$ cat src/rtl/lsu_pkg.sv
// lsu_pkg: shared definitions for the load/store access controller.
//   - DATA_W / ADDR_W : data and address widths of the MCU data memory
//   - lsu_op_e        : request operation encodings
//   - lsu_state_e     : controller sequencing states
package lsu_pkg;

  localparam int DATA_W = 8;
  localparam int ADDR_W = 8;

  typedef enum logic [1:0] {
    LSU_LOAD  = 2'b00,
    LSU_STORE = 2'b01,
    LSU_INC   = 2'b10,
    LSU_SWAP  = 2'b11
  } lsu_op_e;

  typedef enum logic [2:0] {
    IDLE = 3'd0,
    RD   = 3'd1,
    CAP  = 3'd2,
    WR   = 3'd3,
    RSP  = 3'd4
  } lsu_state_e;

endpackage

$ cat src/rtl/lsu_access_ctrl.sv
// lsu_access_ctrl: one-at-a-time load/store controller in front of the MCU
// data memory. Sequences the memory's single wr_rd port through read,
// capture and write phases and returns a single-cycle response.
//
// Ports:
//   lsu_clk, lsu_rst      : clock (shared with memory), sync active-high reset
//   lsu_req_*             : valid/ready request (op, base, offset, wdata)
//   lsu_rsp_valid/rdata   : one-cycle response pulse, data held afterwards
//   lsu_busy              : !lsu_req_ready
//   lsu_mem_address/data_in/wr_rd : drive the data memory (1 = write)
//   lsu_mem_data_out      : registered memory read data
//
// Operation flows:
//   LOAD       : IDLE -> RD -> CAP -> RSP
//   STORE      : IDLE -> WR -> RSP
//   INC / SWAP : IDLE -> RD -> CAP -> WR -> RSP
module lsu_access_ctrl
  import lsu_pkg::*;
#(
  parameter int DW = DATA_W,
  parameter int AW = ADDR_W
) (
  input  logic          lsu_clk,
  input  logic          lsu_rst,
  input  logic          lsu_req_valid,
  output logic          lsu_req_ready,
  input  logic [1:0]    lsu_req_op,
  input  logic [AW-1:0] lsu_req_base,
  input  logic [AW-1:0] lsu_req_offset,
  input  logic [DW-1:0] lsu_req_wdata,
  output logic          lsu_rsp_valid,
  output logic [DW-1:0] lsu_rsp_rdata,
  output logic          lsu_busy,
  output logic [AW-1:0] lsu_mem_address,
  output logic [DW-1:0] lsu_mem_data_in,
  output logic          lsu_mem_wr_rd,
  input  logic [DW-1:0] lsu_mem_data_out
);

  lsu_state_e    state;
  lsu_op_e       op_q;
  logic [DW-1:0] wdata_q;
  logic [DW-1:0] old_q;

  assign lsu_req_ready = (state == IDLE);
  assign lsu_busy      = ~lsu_req_ready;

  // All memory-facing and response outputs are registered: each transition
  // loads the values the next state presents for its whole cycle.
  always_ff @(posedge lsu_clk) begin
    if (lsu_rst) begin
      state           <= IDLE;
      op_q            <= LSU_LOAD;
      wdata_q         <= '0;
      old_q           <= '0;
      lsu_rsp_valid   <= 1'b0;
      lsu_rsp_rdata   <= '0;
      lsu_mem_address <= '0;
      lsu_mem_data_in <= '0;
      lsu_mem_wr_rd   <= 1'b0;
    end else begin
      case (state)
        IDLE: begin
          if (lsu_req_valid) begin
            op_q            <= lsu_op_e'(lsu_req_op);
            wdata_q         <= lsu_req_wdata;
            // effective address wraps within the 256-byte space
            lsu_mem_address <= lsu_req_base + lsu_req_offset;
            if (lsu_op_e'(lsu_req_op) == LSU_STORE) begin
              // store needs no read: go straight to the write cycle
              lsu_mem_data_in <= lsu_req_wdata;
              lsu_mem_wr_rd   <= 1'b1;
              state           <= WR;
            end else begin
              lsu_mem_wr_rd <= 1'b0;
              state         <= RD;
            end
          end
        end
        RD: begin
          // memory samples the address at the end of RD; data appears in CAP
          state <= CAP;
        end
        CAP: begin
          old_q <= lsu_mem_data_out;
          if (op_q == LSU_LOAD) begin
            lsu_rsp_valid <= 1'b1;
            lsu_rsp_rdata <= lsu_mem_data_out;
            state         <= RSP;
          end else begin
            lsu_mem_data_in <= (op_q == LSU_INC) ? lsu_mem_data_out + DW'(1)
                                                 : wdata_q;
            lsu_mem_wr_rd   <= 1'b1;
            state           <= WR;
          end
        end
        WR: begin
          lsu_mem_wr_rd <= 1'b0;
          lsu_rsp_valid <= 1'b1;
          lsu_rsp_rdata <= (op_q == LSU_STORE) ? wdata_q : old_q;
          state         <= RSP;
        end
        RSP: begin
          lsu_rsp_valid <= 1'b0;
          state         <= IDLE;
        end
        default: begin
          lsu_rsp_valid <= 1'b0;
          lsu_mem_wr_rd <= 1'b0;
          state         <= IDLE;
        end
      endcase
    end
  end

endmodule

$ cat config.mk
export PLATFORM = sky130hd
export DESIGN_NAME = lsu_access_ctrl
export DESIGN_NICKNAME = d
export VERILOG_FILES = /design/src/rtl/lsu_pkg.sv /design/src/rtl/lsu_access_ctrl.sv
export SDC_FILE = /design/constraint.sdc
export NUM_CORES = 1
export LEC_CHECK = 0
export ABC_AREA = 1
export CORE_UTILIZATION = 53
export DETAILED_ROUTE_END_ITERATION = 7
export PLACE_DENSITY_LB_ADDON = 0.2
export SETUP_SLACK_MARGIN = 0.15
export SYNTH_ARGS = -nofsm -noshare
export SYNTH_HDL_FRONTEND = slang
export SYNTH_SLANG_ARGS = --single-unit
$ cat constraint.sdc
create_clock -name lsu_clk -period 2.78 [get_ports lsu_clk]
set_clock_uncertainty 0.2 [all_clocks]
set_input_delay 0.556 -clock lsu_clk [delete_from_list [all_inputs] [get_ports lsu_clk]]
set_output_delay 0.556 -clock lsu_clk [all_outputs]
set_load 0.005 [all_outputs]
==> run metrics, run 1 <==
status=complete, no violations; Max Cap Viol=0; CTS tree=built; total grt overflow=0; P per Cell Area=653 mW/mm²; core footprint=0.00469 mm²; Worst setup SP type=flop; largest cells by area after synthesis=dfxtp_1 36%, nand2_1 11%, inv_1 8.0%; slowest library cell on the worst path=clkdlybuf4s50_1; wirelength, routed=6110 µm; Cell variety after synth=31; initial antenna violation count=0; Crit path largest cell delay=0.49 ns; row cnt=25; cell count after synthesis=381; flop2flop setup slack=0.90 ns; Layout Nets=487; count leader, synth=nand2_1; die area=0.00516 mm²; Seq/Total Area, Yosys=36.4%; crit-path leading delay family=buffers and inverters; worst path bufs/invs=2; Port Buf Inserts=64; Post-synth EDFFs=0; Worst Hold Launch=lsu_mem_wr_rd$_SDFFE_PP0P_; CTS clk-pin slew, worst paths=0.08 ns; Leak=1.53 nW; vias per inst=5.21; Hold Crit Class=flop to flop; relative slew slack=68.1%; root buf cell=clkbuf_8; most common flop cell mapped by yosys=dfxtp_1; Min Clock Period, post-route=2.30 ns; top-area cell type share of the netlist area=36.4%; RSZ-0062 raised after global routing=no; CP cell instances=nor2_4 > nand2_2 > inv_2 > clkdlybuf4s50_1; worst reg2reg path startpoint=state[0]$_SDFFE_PP0P_; drt drc=0; Tcrit/Tclk final=82.8%; TritonCTS Buffers=5; global-route usage over all layers=25.1%; f_max=0.435 GHz; Final Hold Fails=0; I/O pins=65; routed len/inst=12.3 µm; asr flop ratio synth=0%; layout cells sized above 1=6.11%; hold_ws=0.262 ns; Antenna Cells=0; Post-DRT Antenna Nets=0; Max VDD drop=0.358 mV; initial DRC count=166; clk sinks=47; CP Max Fanout=6; Layout fillers=404; Mapped Avg Cell Area=6.78 µm²; Clock Tree Buf Depth=2; Crit Path Category=flop to primary output; initial core utilization=55.1%; Pre-antenna DRT Iters=5; Detailed Place HPWL=4500 µm; total negative setup slack=0 ns; clock latency on the worst-skew pair=0.30 ns; Setup Viol. Count Final=0; critical path capture point type=primary output; post_cts resized=0; Vias=2582; crit path from=state[0]$_SDFFE_PP0P_; Worst-Margin Slew=0.478 ns; Setup Fix Bufs, Post-CTS=0; synthesis-to-layout area growth=30.1%; H-tree depth=2; height of the chip=71.8 µm; CTS Hold Bufs=0; Synth Warn #=0; Final Wtd Congestion=0.865; pin count of the biggest net entering global routing=33; Netlist Area Pre-Place=0.00258 mm²; CP Data Required Time=2.02 ns; syn nets=427; Seq cells post-synth=47; cell accounting for the most synthesized area=dfxtp_1; global-route wire length before repair=10100 µm; vias in the first global route=2306; Synth top cells by count=73 x nand2_1, 55 x inv_1, 47 x dfxtp_1; crit path DAT=1.54 ns; Final Max Tran Viols=0; die width=71.8 µm
## sequential cells by signal (all words and copies together) (netlist names)
signal and flops:
lsu_rsp_rdata 8, state 3, old_q 8, lsu_mem_wr_rd 1
op_q 2, lsu_mem_data_in 8, lsu_rsp_valid 1, lsu_mem_address 8
wdata_q 8
## report_power, final
part	switching (mW)	internal (mW)	total [mW]	leakage [nW]
Clock	0.234	0.226	0.460	0.0505
Sequential	0.0817	0.815	0.897	0.386
Combinational	0.443	0.395	0.838	1.09
## cells in the final DEF (no fill, tap or decap)
master / instances
o21a_1: 4
nand3b_1: 1
xor2_1: 3
nand4_2: 1
a21oi_1: 41
nor2_1: 36
o31ai_1: 1
or2_2: 1
o21ai_1: 11
clkdlybuf4s50_1: 64
nor2_4: 1
o21bai_1: 2
nor3b_1: 1
nand2_4: 1
nand2_1: 73
clkbuf_8: 7
nand3_1: 18
ha_1: 8
o21ai_0: 35
buf_12: 1
clkinvlp_4: 1
xnor2_1: 2
inv_1: 55
nand3_2: 1
o211ai_1: 9
nor3_4: 1
inv_2: 6
buf_4: 2
fa_1: 1
nand2_2: 3
nor2_2: 1
dfxtp_1: 47
nand4_1: 3
## cell families after synthesis
group,after synthesis,synth area share [%]
simple gates,142,24.2
compound gates,103,21.5
buf+inv,75,11.5
flops,47,36.4
fa+ha+maj,9,4.65
xor+xnor,5,1.70
## worst min-delay path, stage by stage, from the launching register on
cell and delay, ns:
dfxtp_1 0.32, nand2_1 0.06, a21oi_1 0.05
## per-stage QoR
step	util (%)	instance area, µm²	setup WS, ns	cells	power, mW
detailed placement	69.4	3260	0.403	488	1.75
finish	71.7	3360	0.479	496	2.20
floorplan	-	2580	0.953	381	1.40
global route	71.7	3360	0.380	496	2.35
CTS	71.7	3360	0.463	496	2.21
global placement	69.4	3260	0.442	488	1.73
## layout make-up
type / instances / area (µm²) / share of cell area (%)
clock buffers: 7 / 96.3 / 2.87
clock inverters: 1 / 7.51 / 0.223
inverters: 61 / 229 / 6.81
multi-input cells: 259 / 1350 / 40.0
flip-flops and latches: 47 / 941 / 28.0
well taps: 54 / 67.6 / 2.01
repair buffers: 67 / 676 / 20.1
## per-layer routing
metal | global-route usage, % | part of all wire, % | vias up
met5 | 0 | 0 | -
met4 | 12.0 | 1.9 | 0
met3 | 5.20 | 5.3 | 12
met2 | 39.2 | 45 | 76
met1 | 33.2 | 48 | 1144
li1 | - | - | 1350
## final timing paths
check | end | depth (start not counted)
hold reg to reg | lsu_mem_wr_rd$_SDFFE_PP0P_ | 2
setup / recovery | lsu_req_ready | 4
setup reg to reg | lsu_mem_data_in[2]$_SDFFE_PP0P_ | 6
hold / removal | lsu_mem_wr_rd$_SDFFE_PP0P_ | 2
No activity file was read; power rests on OpenSTA's default activity.
==> run 2, diff against run 1 <==
CORE_UTILIZATION = 49   (was 53)
clock period = 2.3 ns   (was 2.78 ns; I/O delays follow)
==> run 2 against run 1 <==
Net effect: first-iteration DRC count is 9.6% lower; core utilization is 4.3 points lower; non-clock buffer count is 8 higher; critical endpoint unchanged; highest routed layer unchanged.
==> run metrics, run 2 (synthesis results as in run 1) <==
Final Hold Fails=0; pin count of the biggest net entering global routing=26; Final Max Tran Viols=0; global-route usage over all layers=24.9%; core footprint=0.00511 mm²; initial core utilization=50.6%; Max Cap Viol=0; die area=0.00557 mm²; I/O pins=65; layout cells sized above 1=8.24%; Worst Hold Launch=lsu_mem_wr_rd$_SDFFE_PP0P_; Reg2Reg Depth=8; CP Max Fanout=3; synthesis-to-layout area growth=33.1%; clk sinks=47; initial DRC count=150; Final Wtd Congestion=0.924; wirelength, routed=6490 µm; CTS tree=built; hold_ws=0.275 ns; worst reg2reg path startpoint=state[0]$_SDFFE_PP0P_; f_max=0.475 GHz; global-route wire length before repair=10600 µm; total grt overflow=0; TritonCTS Buffers=5; vias per inst=5.14; most common cell after layout, fill and taps aside=nand2_1; worst r2r dst=lsu_mem_data_in[0]$_SDFFE_PP0P_; Setup Viol. Count Final=0; total negative setup slack=0 ns; root buf cell=clkbuf_8; Port Buf Inserts=64; status=complete, no violations; initial antenna violation count=0; CTS clk-pin slew, worst paths=0.08 ns; Min Clock Period, post-route=2.11 ns; Leak=1.56 nW; Pre-antenna DRT Iters=5; CTS Hold Bufs=0; Clock Tree Buf Depth=2; worst hold path endpoint=lsu_mem_wr_rd$_SDFFE_PP0P_; flop2flop setup slack=0.38 ns; vias in the first global route=2386; Worst-Margin Slew=0.379 ns; critical path capture point type=primary output; drt drc=0; Detailed Place HPWL=4720 µm; Hold Crit Class=flop to flop; Layout Nets=495; P per Cell Area=798 mW/mm²; die width=74.6 µm; clock latency on the worst-skew pair=0.30 ns; Worst setup SP type=flop; Antenna Cells=0; placed cells=510; final worst setup slack=0.195 ns; H-tree depth=2; Max VDD drop=0.367 mV; routed len/inst=12.5 µm; Tcrit/Tclk final=91.5%; Vias=2670; most frequent cells in the layout=73 x nand2_1, 64 x clkdlybuf4s50_1, 55 x inv_1, 44 x dfxtp_1, 41 x a21oi_1; Crit Path Category=flop to primary output; row cnt=26; Post-DRT Antenna Nets=0; relative slew slack=74.7%; WHS Path Cells=2; non-filler cells, final=519; crit path DAT=1.45 ns; CP Data Required Time=1.64 ns; RSZ-0062 raised after global routing=yes; height of the chip=74.6 µm; Place WS=0.0150 ns
-- run 2: changes by cell type in the layout (fill, tap and decap cells not counted), sizes merged --
cell    delta
bufinv     +1
clkbuf     -2
buf        +8
-- run 2: routing by layer --
layer / GRT usage (%) / wire [µm]
met2: 42.2 / 3130
met3: 4.15 / 346
met1: 32.0 / 2910
met4: 8.39 / 99
met5: 0 / 0
-- run 2: cell type report --
type / count / area (µm²)
multi-input combinational: 259 / 1350
inverter: 61 / 229
clock buffer: 5 / 68.8
clock inverter: 2 / 37.5
sequential: 47 / 947
fill: 475 / 1670
timing repair buffer: 75 / 723
tap: 70 / 87.6
-- run 2: report_power, final --
part / switching, mW / internal [mW]
Combinational: 0.557 / 0.501
Sequential: 0.0977 / 0.988
Clock: 0.283 / 0.318
-- run 2: per-stage QoR --
step	area, µm²	power [mW]	util, %
floorplan	2580	1.69	-
global placement	3310	2.11	64.8
global route	3440	2.93	67.3
detailed placement	3310	2.13	64.8
finish	3440	2.74	67.3
CTS	3430	2.75	67.2
-- run 2: worst max-delay path by stage --
stage | start | end | slack, ns | cells past startpoint
global placement | lsu_req_base[0] | lsu_mem_address[4]$_SDFFE_PP0P_ | 0.05 | 10
detailed placement | lsu_req_base[0] | lsu_mem_address[6]$_SDFFE_PP0P_ | 0.02 | 10
floorplan | lsu_req_base[0] | lsu_mem_address[4]$_SDFFE_PP0P_ | 0.57 | 9
CTS | state[2]$_SDFFE_PP0P_ | lsu_req_ready | 0.17 | 4
finish | state[0]$_SDFFE_PP0P_ | lsu_req_ready | 0.19 | 4
global route | state[0]$_SDFFE_PP0P_ | lsu_req_ready | 0.14 | 4
-- run 2: critical path, stage by stage, from the launching register on --
cell and delay, ns:
dfxtp_2 0.35, nor2_4 0.13, nand2_2 0.08, inv_2 0.08
clkdlybuf4s50_1 0.50
-- run 2: what timing repair did --
item                       in CTS  in global routing
setup buffers                   2                  0
setup endpoints to repair       2                  2
resized for setup               1                  3
pin swaps                       1                  1
